## src/rtl/lcd_cmd_seq.sv

```systemverilog
// ----------------------------------------------------------------------------
// lcd_cmd_seq
//
// Host-side command sequencer for the LCD controller. Image-op commands from a
// script source or CPU are buffered in a small FIFO. They are issued one at a
// time on the controller's cmd/cmd_valid port, and only while the controller
// reports idle. Each issue is tracked through the controller's busy handshake.
//
// A write-out command (0) is tracked by the done pulse instead of busy. Once
// done arrives, the sequencer parks in a terminal state until reset.
//
// Parameters
//   DEPTH   command FIFO entries (power of 2, >= 2)
//   ACK_TO  cycles to wait for busy to rise after an issue before flagging err
//
// Ports
//   clk         system clock, all logic on posedge
//   reset_n     asynchronous active-low reset
//   in_cmd      command to enqueue (0 = write-out, 1..12 = image ops)
//   in_valid    push request
//   in_ready    push accepted when in_valid & in_ready
//   cmd         command presented to the LCD controller
//   cmd_valid   one-cycle command strobe
//   busy        LCD controller busy
//   done        LCD controller write-out complete
//   seq_done    sticky, the write-out command finished
//   err         sticky, an illegal command was pushed or busy never rose
//   issued_cnt  commands issued, saturates at 255
//   level       FIFO occupancy, 0..DEPTH
// ----------------------------------------------------------------------------
module lcd_cmd_seq #(
    parameter int DEPTH  = 8,
    parameter int ACK_TO = 16
) (
    input  logic                     clk,
    input  logic                     reset_n,
    input  logic [3:0]               in_cmd,
    input  logic                     in_valid,
    output logic                     in_ready,
    output logic [3:0]               cmd,
    output logic                     cmd_valid,
    input  logic                     busy,
    input  logic                     done,
    output logic                     seq_done,
    output logic                     err,
    output logic [7:0]               issued_cnt,
    output logic [$clog2(DEPTH):0]   level
);

    localparam int AW = $clog2(DEPTH);
    localparam int TW = (ACK_TO > 1) ? $clog2(ACK_TO) : 1;

    localparam logic [TW-1:0] TMR_LAST  = TW'(ACK_TO - 1);
    localparam logic [AW:0]   LVL_FULL  = (AW + 1)'(DEPTH);
    localparam logic [AW:0]   LVL_ONE   = (AW + 1)'(1);
    localparam logic [3:0]    CMD_WROUT = 4'h0;
    localparam logic [3:0]    CMD_BAD   = 4'hD;

    typedef enum logic [2:0] {
        IDLE,
        ISSUE,
        WAIT_HI,
        WAIT_LO,
        WAIT_DONE,
        FINISH
    } state_t;

    // Counter that sticks at its maximum instead of wrapping.
    function automatic logic [7:0] sat_inc8(input logic [7:0] v);
        return (v == 8'hFF) ? v : v + 8'd1;
    endfunction

    // Commands 0xD..0xF have no meaning to the controller.
    function automatic logic cmd_legal(input logic [3:0] c);
        return c < CMD_BAD;
    endfunction

    state_t        state;
    logic [3:0]    mem [DEPTH];
    logic [AW-1:0] wr_ptr;
    logic [AW-1:0] rd_ptr;
    logic [TW-1:0] ack_tmr;

    logic fifo_full;
    logic fifo_empty;
    logic push_acc;
    logic push_store;
    logic push_bad;
    logic pop;
    logic ack_timeout;

    assign fifo_full  = (level == LVL_FULL);
    assign fifo_empty = (level == '0);

    // Ready comes from registered state only. A full FIFO refuses a push even
    // in the cycle where the head is being popped.
    assign in_ready   = !fifo_full && (state != FINISH);

    // An illegal command is consumed so the source does not stall on it. It is
    // then dropped, and only the sticky error records it.
    assign push_acc   = in_valid && in_ready;
    assign push_store = push_acc && cmd_legal(in_cmd);
    assign push_bad   = push_acc && !cmd_legal(in_cmd);

    // The head can only be popped from IDLE with busy low. Level is
    // registered, so an entry pushed into an empty FIFO becomes issuable one
    // cycle later at the earliest.
    assign pop         = (state == IDLE) && !fifo_empty && !busy;
    assign ack_timeout = (state == WAIT_HI) && !busy && (ack_tmr == TMR_LAST);

    // Storage is not reset. Entries are valid only between the read and write
    // pointers, and resetting the pointers discards everything queued.
    always_ff @(posedge clk) begin
        if (push_store) begin
            mem[wr_ptr] <= in_cmd;
        end
    end

    // FIFO pointers and occupancy. Pointers wrap naturally since DEPTH is a
    // power of two.
    always_ff @(posedge clk or negedge reset_n) begin
        if (!reset_n) begin
            wr_ptr <= '0;
            rd_ptr <= '0;
            level  <= '0;
        end else begin
            if (push_store) begin
                wr_ptr <= wr_ptr + AW'(1);
            end
            if (pop) begin
                rd_ptr <= rd_ptr + AW'(1);
            end
            case ({push_store, pop})
                2'b10:   level <= level + LVL_ONE;
                2'b01:   level <= level - LVL_ONE;
                default: level <= level;
            endcase
        end
    end

    // Issue FSM. At most one command is outstanding at any time. The shortest
    // loop IDLE -> ISSUE -> WAIT_HI -> WAIT_LO -> IDLE gives a minimum spacing
    // of four cycles between strobes.
    always_ff @(posedge clk or negedge reset_n) begin
        if (!reset_n) begin
            state      <= IDLE;
            cmd        <= '0;
            cmd_valid  <= 1'b0;
            seq_done   <= 1'b0;
            err        <= 1'b0;
            issued_cnt <= '0;
            ack_tmr    <= '0;
        end else begin
            if (push_bad || ack_timeout) begin
                err <= 1'b1;
            end

            case (state)
                // A controller still busy after reset is simply waited out here.
                IDLE: begin
                    if (pop) begin
                        cmd        <= mem[rd_ptr];
                        cmd_valid  <= 1'b1;
                        issued_cnt <= sat_inc8(issued_cnt);
                        state      <= ISSUE;
                    end
                end

                // The strobe lasts exactly one cycle, and cmd keeps its value
                // after the strobe. A write-out is acknowledged by done,
                // everything else by a busy pulse.
                ISSUE: begin
                    cmd_valid <= 1'b0;
                    ack_tmr   <= '0;
                    state     <= (cmd == CMD_WROUT) ? WAIT_DONE : WAIT_HI;
                end

                WAIT_HI: begin
                    if (busy) begin
                        state <= WAIT_LO;
                    end else if (ack_timeout) begin
                        state <= IDLE;
                    end else begin
                        ack_tmr <= ack_tmr + TW'(1);
                    end
                end

                WAIT_LO: begin
                    if (!busy) begin
                        state <= IDLE;
                    end
                end

                // Write-out has no timeout. The controller may take arbitrarily long.
                WAIT_DONE: begin
                    if (done) begin
                        seq_done <= 1'b1;
                        state    <= FINISH;
                    end
                end

                // Terminal state. Anything still queued is never issued.
                FINISH: begin
                    state <= FINISH;
                end

                default: begin
                    state <= IDLE;
                end
            endcase
        end
    end

endmodule
```

## config.mk

```make
export PLATFORM = sky130hd
export DESIGN_NAME = lcd_cmd_seq
export DESIGN_NICKNAME = d
export VERILOG_FILES = /design/src/rtl/lcd_cmd_seq.sv
export SDC_FILE = /design/constraint.sdc
export NUM_CORES = 1
export LEC_CHECK = 0
export CAP_MARGIN = 20
export CORE_ASPECT_RATIO = 1.5
export CORE_MARGIN = 4
export CORE_UTILIZATION = 40
export DETAILED_ROUTE_END_ITERATION = 8
export GPL_ROUTABILITY_DRIVEN = 0
export GPL_TIMING_DRIVEN = 0
export REMOVE_ABC_BUFFERS = 1
export SETUP_SLACK_MARGIN = 0.02
export SYNTH_ARGS = -nofsm -noshare
export SYNTH_HDL_FRONTEND = slang
export SYNTH_SLANG_ARGS = --single-unit
export TNS_END_PERCENT = 30
```

## constraint.sdc

```tcl
create_clock -name clk -period 5.5 [get_ports clk]
set_input_delay 1.1 -clock clk [delete_from_list [all_inputs] [get_ports clk]]
set_output_delay 1.1 -clock clk [all_outputs]
set_load 0.02 [all_outputs]
```

==> impl_metrics.yaml, run 1 <==
sta:
  tightestPinTransition_ps: 1020
  fin_crit_sh_pct: 68.2
  rsz0062_at_grt: "false"
  final-hold-violation-count: 0
  skew_ps: 7.76
  setup_viol: 0
  fmax_ghz: 0.267
  finalSetupTns_ps: 0
  slew_headroom_pct: 31.1
  slew_violations: 0
  fin_crit_ps: 3750
floorplanning:
  rows: 38
  core_area_sq_um: 7230
  dieArea_sq_um: 8880
  start_util_pct: 41.0
  fp.dieW_um: 78.3
  boundaryPins: 29
  die_h_um: 113
clock_network:
  root_buffer: "clkbuf_8"
  clock_latency_ps: 350
  cts_max_level: 3
  clk_pin_slew_worst_paths_ps: 60
  clock-sinks: 64
  cts_made_buffers: 9
  cts_tree: "built"
  cts_setup_buffers: 0
  clockBufferDepth: 2
  post_cts_resized: 0
  ctsHoldBuffers: 0
drt:
  wl_met1_mm: 2.21
  routed_wl_mm: 5.63
  route.detailed.drc: 0
  drtAntennaViolNets: 0
  routed_via_density: 5.20
  wl_met3_um: 220
  wl_per_cell_um: 15.8
  drt_iter0_markers: 87
  vias: 1846
  firstDrtPassIters: 4
  top_layer_used: "met4"
  dr_wl_met2_mm: 3.03
hold_path:
  hold_path.class: "register to register"
status:
  status: "finished clean"
grt:
  antenna_found_initial: 0
  grt_max_degree: 33
  grtUsageTotal_pct: 14.5
  grt_overflow_total: 0
  grt_pass1_wl_mm: 9.63
  grt_pass1_vias: 1937
worst_setup_path:
  arrival_ps: 3960
  path_class: "input pin to register"
  setup.worst_path.end_class: "register"
  crit_fanout: 9
  critical_path.startpoint_type: "input pin"
  crit_required_ps: 5710
finish:
  drive_above_1_share_pct: 15.7
  area_delta_synth_final_pct: 17.9
  final_cell_count_no_fill: 355
  fin_util_pct: 48.4
  seq_area_sq_um: 1760
  nets: 265
  num_antenna_cells: 0
  multiInputGateArea_sq_um: 1120
  fillers: 669
place:
  placed_cells: 339
  hpwl_mm: 4.07
  portBuffers: 28
synth:
  syn_inst: 221
  yosys.area.top_type_share_pct: 32.4
  ys.warnings.count: 0
  netlist_area_sq_um: 2960
  synthArstFlopShare_pct: 50.0
  ys_seq_area_share_pct: 59.4
  synth.avg_cell_area_sq_um: 13.4
  synth-seq-cells: 64
  synth_flop_cell: "edfxtp_1"
  yosysUniqueCellTypes: 49
  synth_area_leader_cell: "edfxtp_1"
  synth_top_cells_by_area: "edfxtp_1 (32%), dfrtp_1 (27%), mux4_2 (6.1%), xnor2_1 (2.7%), ha_1 (2.5%)"
  synth_edf_count: 32
flow_run:
  cap_violations: 0
pwr:
  p_leak_nw: 1.30
  ir_drop_v: 0.000203
  powerDensity_nw_per_um2: 526
  total_power_mw: 1.84
metal layers:
metal | GRT usage, % | vias up
met3 | 4.50 | 10
met1 | 15.9 | 915
li1 | - | 887
met2 | 24.6 | 34
met5 | 0 | -
met4 | 8.17 | 0
layout by cell type, fill, tap and decap left out, types with 6 or more instances in the layout:
master,synthesis,final
clkbuf_8,0,9
nor2_1,10,10
ha_1,6,6
o21ai_0,12,12
inv_1,7,7
nand2_1,14,14
xnor2_1,9,9
mux4_2,8,8
clkdlybuf4s50_1,0,27
dfrtp_1,32,32
edfxtp_1,32,32
final cells by class:
cell class	count	area share, %
inverter	8	0.859
clock inverter	6	1.72
clock buffer	10	3.65
multi-input combinational	139	31.9
timing repair buffer	28	7.87
sequential	64	50.4
tap	100	3.58
final timing paths:
path                       startpoint   endpoint  slack [ps]  cells after the start
max                         in_cmd[1]   level[2]        1750                      7
min                          seq_done   seq_done         470                      2
max reg2reg                  level[2]   level[2]        2490                      7
min reg2reg                  seq_done   seq_done         470                      2
max in group asynchronous     reset_n        err        4180                      1
min in group asynchronous     reset_n  wr_ptr[1]         820                      1
kinds of logic after synthesis:
| family | Yosys count | share of synthesized area [%] |
|---|---|---|
| compound gates | 33 | 7.56 |
| xor+xnor | 13 | 3.84 |
| fa+ha+maj | 6 | 2.53 |
| buf+inv | 18 | 2.91 |
| flops | 64 | 59.4 |
| mux | 18 | 9.67 |
| simple gates | 69 | 14.1 |
critical path, cell delays in order:
cell and delay, ps:
clkdlybuf4s50_1 580, o211ai_1 450, o2111ai_2 370, ha_1 510, or3b_2 470, o311ai_0 350, o211ai_1 120
sequential cells by signal (all words and copies together) (netlist names), 3 cells and up:
| register | flops |
|---|---|
| wr_ptr | 3 |
| level | 4 |
| mem | 32 |
| ack_tmr | 4 |
| issued_cnt | 8 |
| cmd | 4 |
| state | 3 |
| rd_ptr | 3 |
cells in the mapped netlist (all sizes together), types with 2 or more instances:
cell / n
nor3b: 4
nor3: 5
clkbuf: 3
buf: 7
a21oi: 5
or3b: 3
and3: 4
o21ai: 13
o211ai: 3
mux2: 5
mux4: 8
nand3: 5
nand4: 4
dfrtp: 32
edfxtp: 32
xnor2: 9
nor2: 10
inv: 8
a211oi: 2
nand3b: 4
nand2b: 3
nor4: 4
xor2: 4
nor4b: 2
mux2i: 5
nand2: 15
ha: 6
metrics by stage:
step	instance area (sq um)	hold slack (ps)	worst slack (ps)
finish	3500	471	1750
CTS	3500	477	1750
global placement	3310	453	1370
floorplan	2910	480	2460
global route	3500	496	1550
detailed placement	3310	461	1370
report_power, final:
| part | switching (mW) | total, mW | internal, mW |
|---|---|---|---|
| sequential | 0.175 | 0.804 | 0.629 |
| combinational | 0.313 | 0.652 | 0.339 |
| clock | 0.177 | 0.383 | 0.206 |
No activity file was read; power rests on OpenSTA's default activity.
==> run 2, diff against run 1 <==
Clock period 5.5 ns to 3.84 ns, I/O delays scaled along.
==> results of run 2 <==
Same layout as run 1 (identical final DEF). Status: finished clean.
Main changes from that run: setup slack after placement 1370 ps -> 43.1 ps; setup slack after layout 1750 ps -> 423 ps; register-to-register setup slack 2490 ps -> 830 ps; total power 1.84 mW -> 2.63 mW; worst IR drop on VDD 0.000203 V -> 0.000290 V
==> run 3, diff against run 2 <==
Settings changed: CTS_CLUSTER_DIAMETER from default to 60.
==> results of run 3 <==
Same layout as run 1 (identical final DEF). Status: finished clean.
Main changes from that run: setup slack after placement 1370 ps -> 43.1 ps; setup slack after layout 1750 ps -> 423 ps; register-to-register setup slack 2490 ps -> 830 ps; total power 1.84 mW -> 2.63 mW; worst IR drop on VDD 0.000203 V -> 0.000290 V
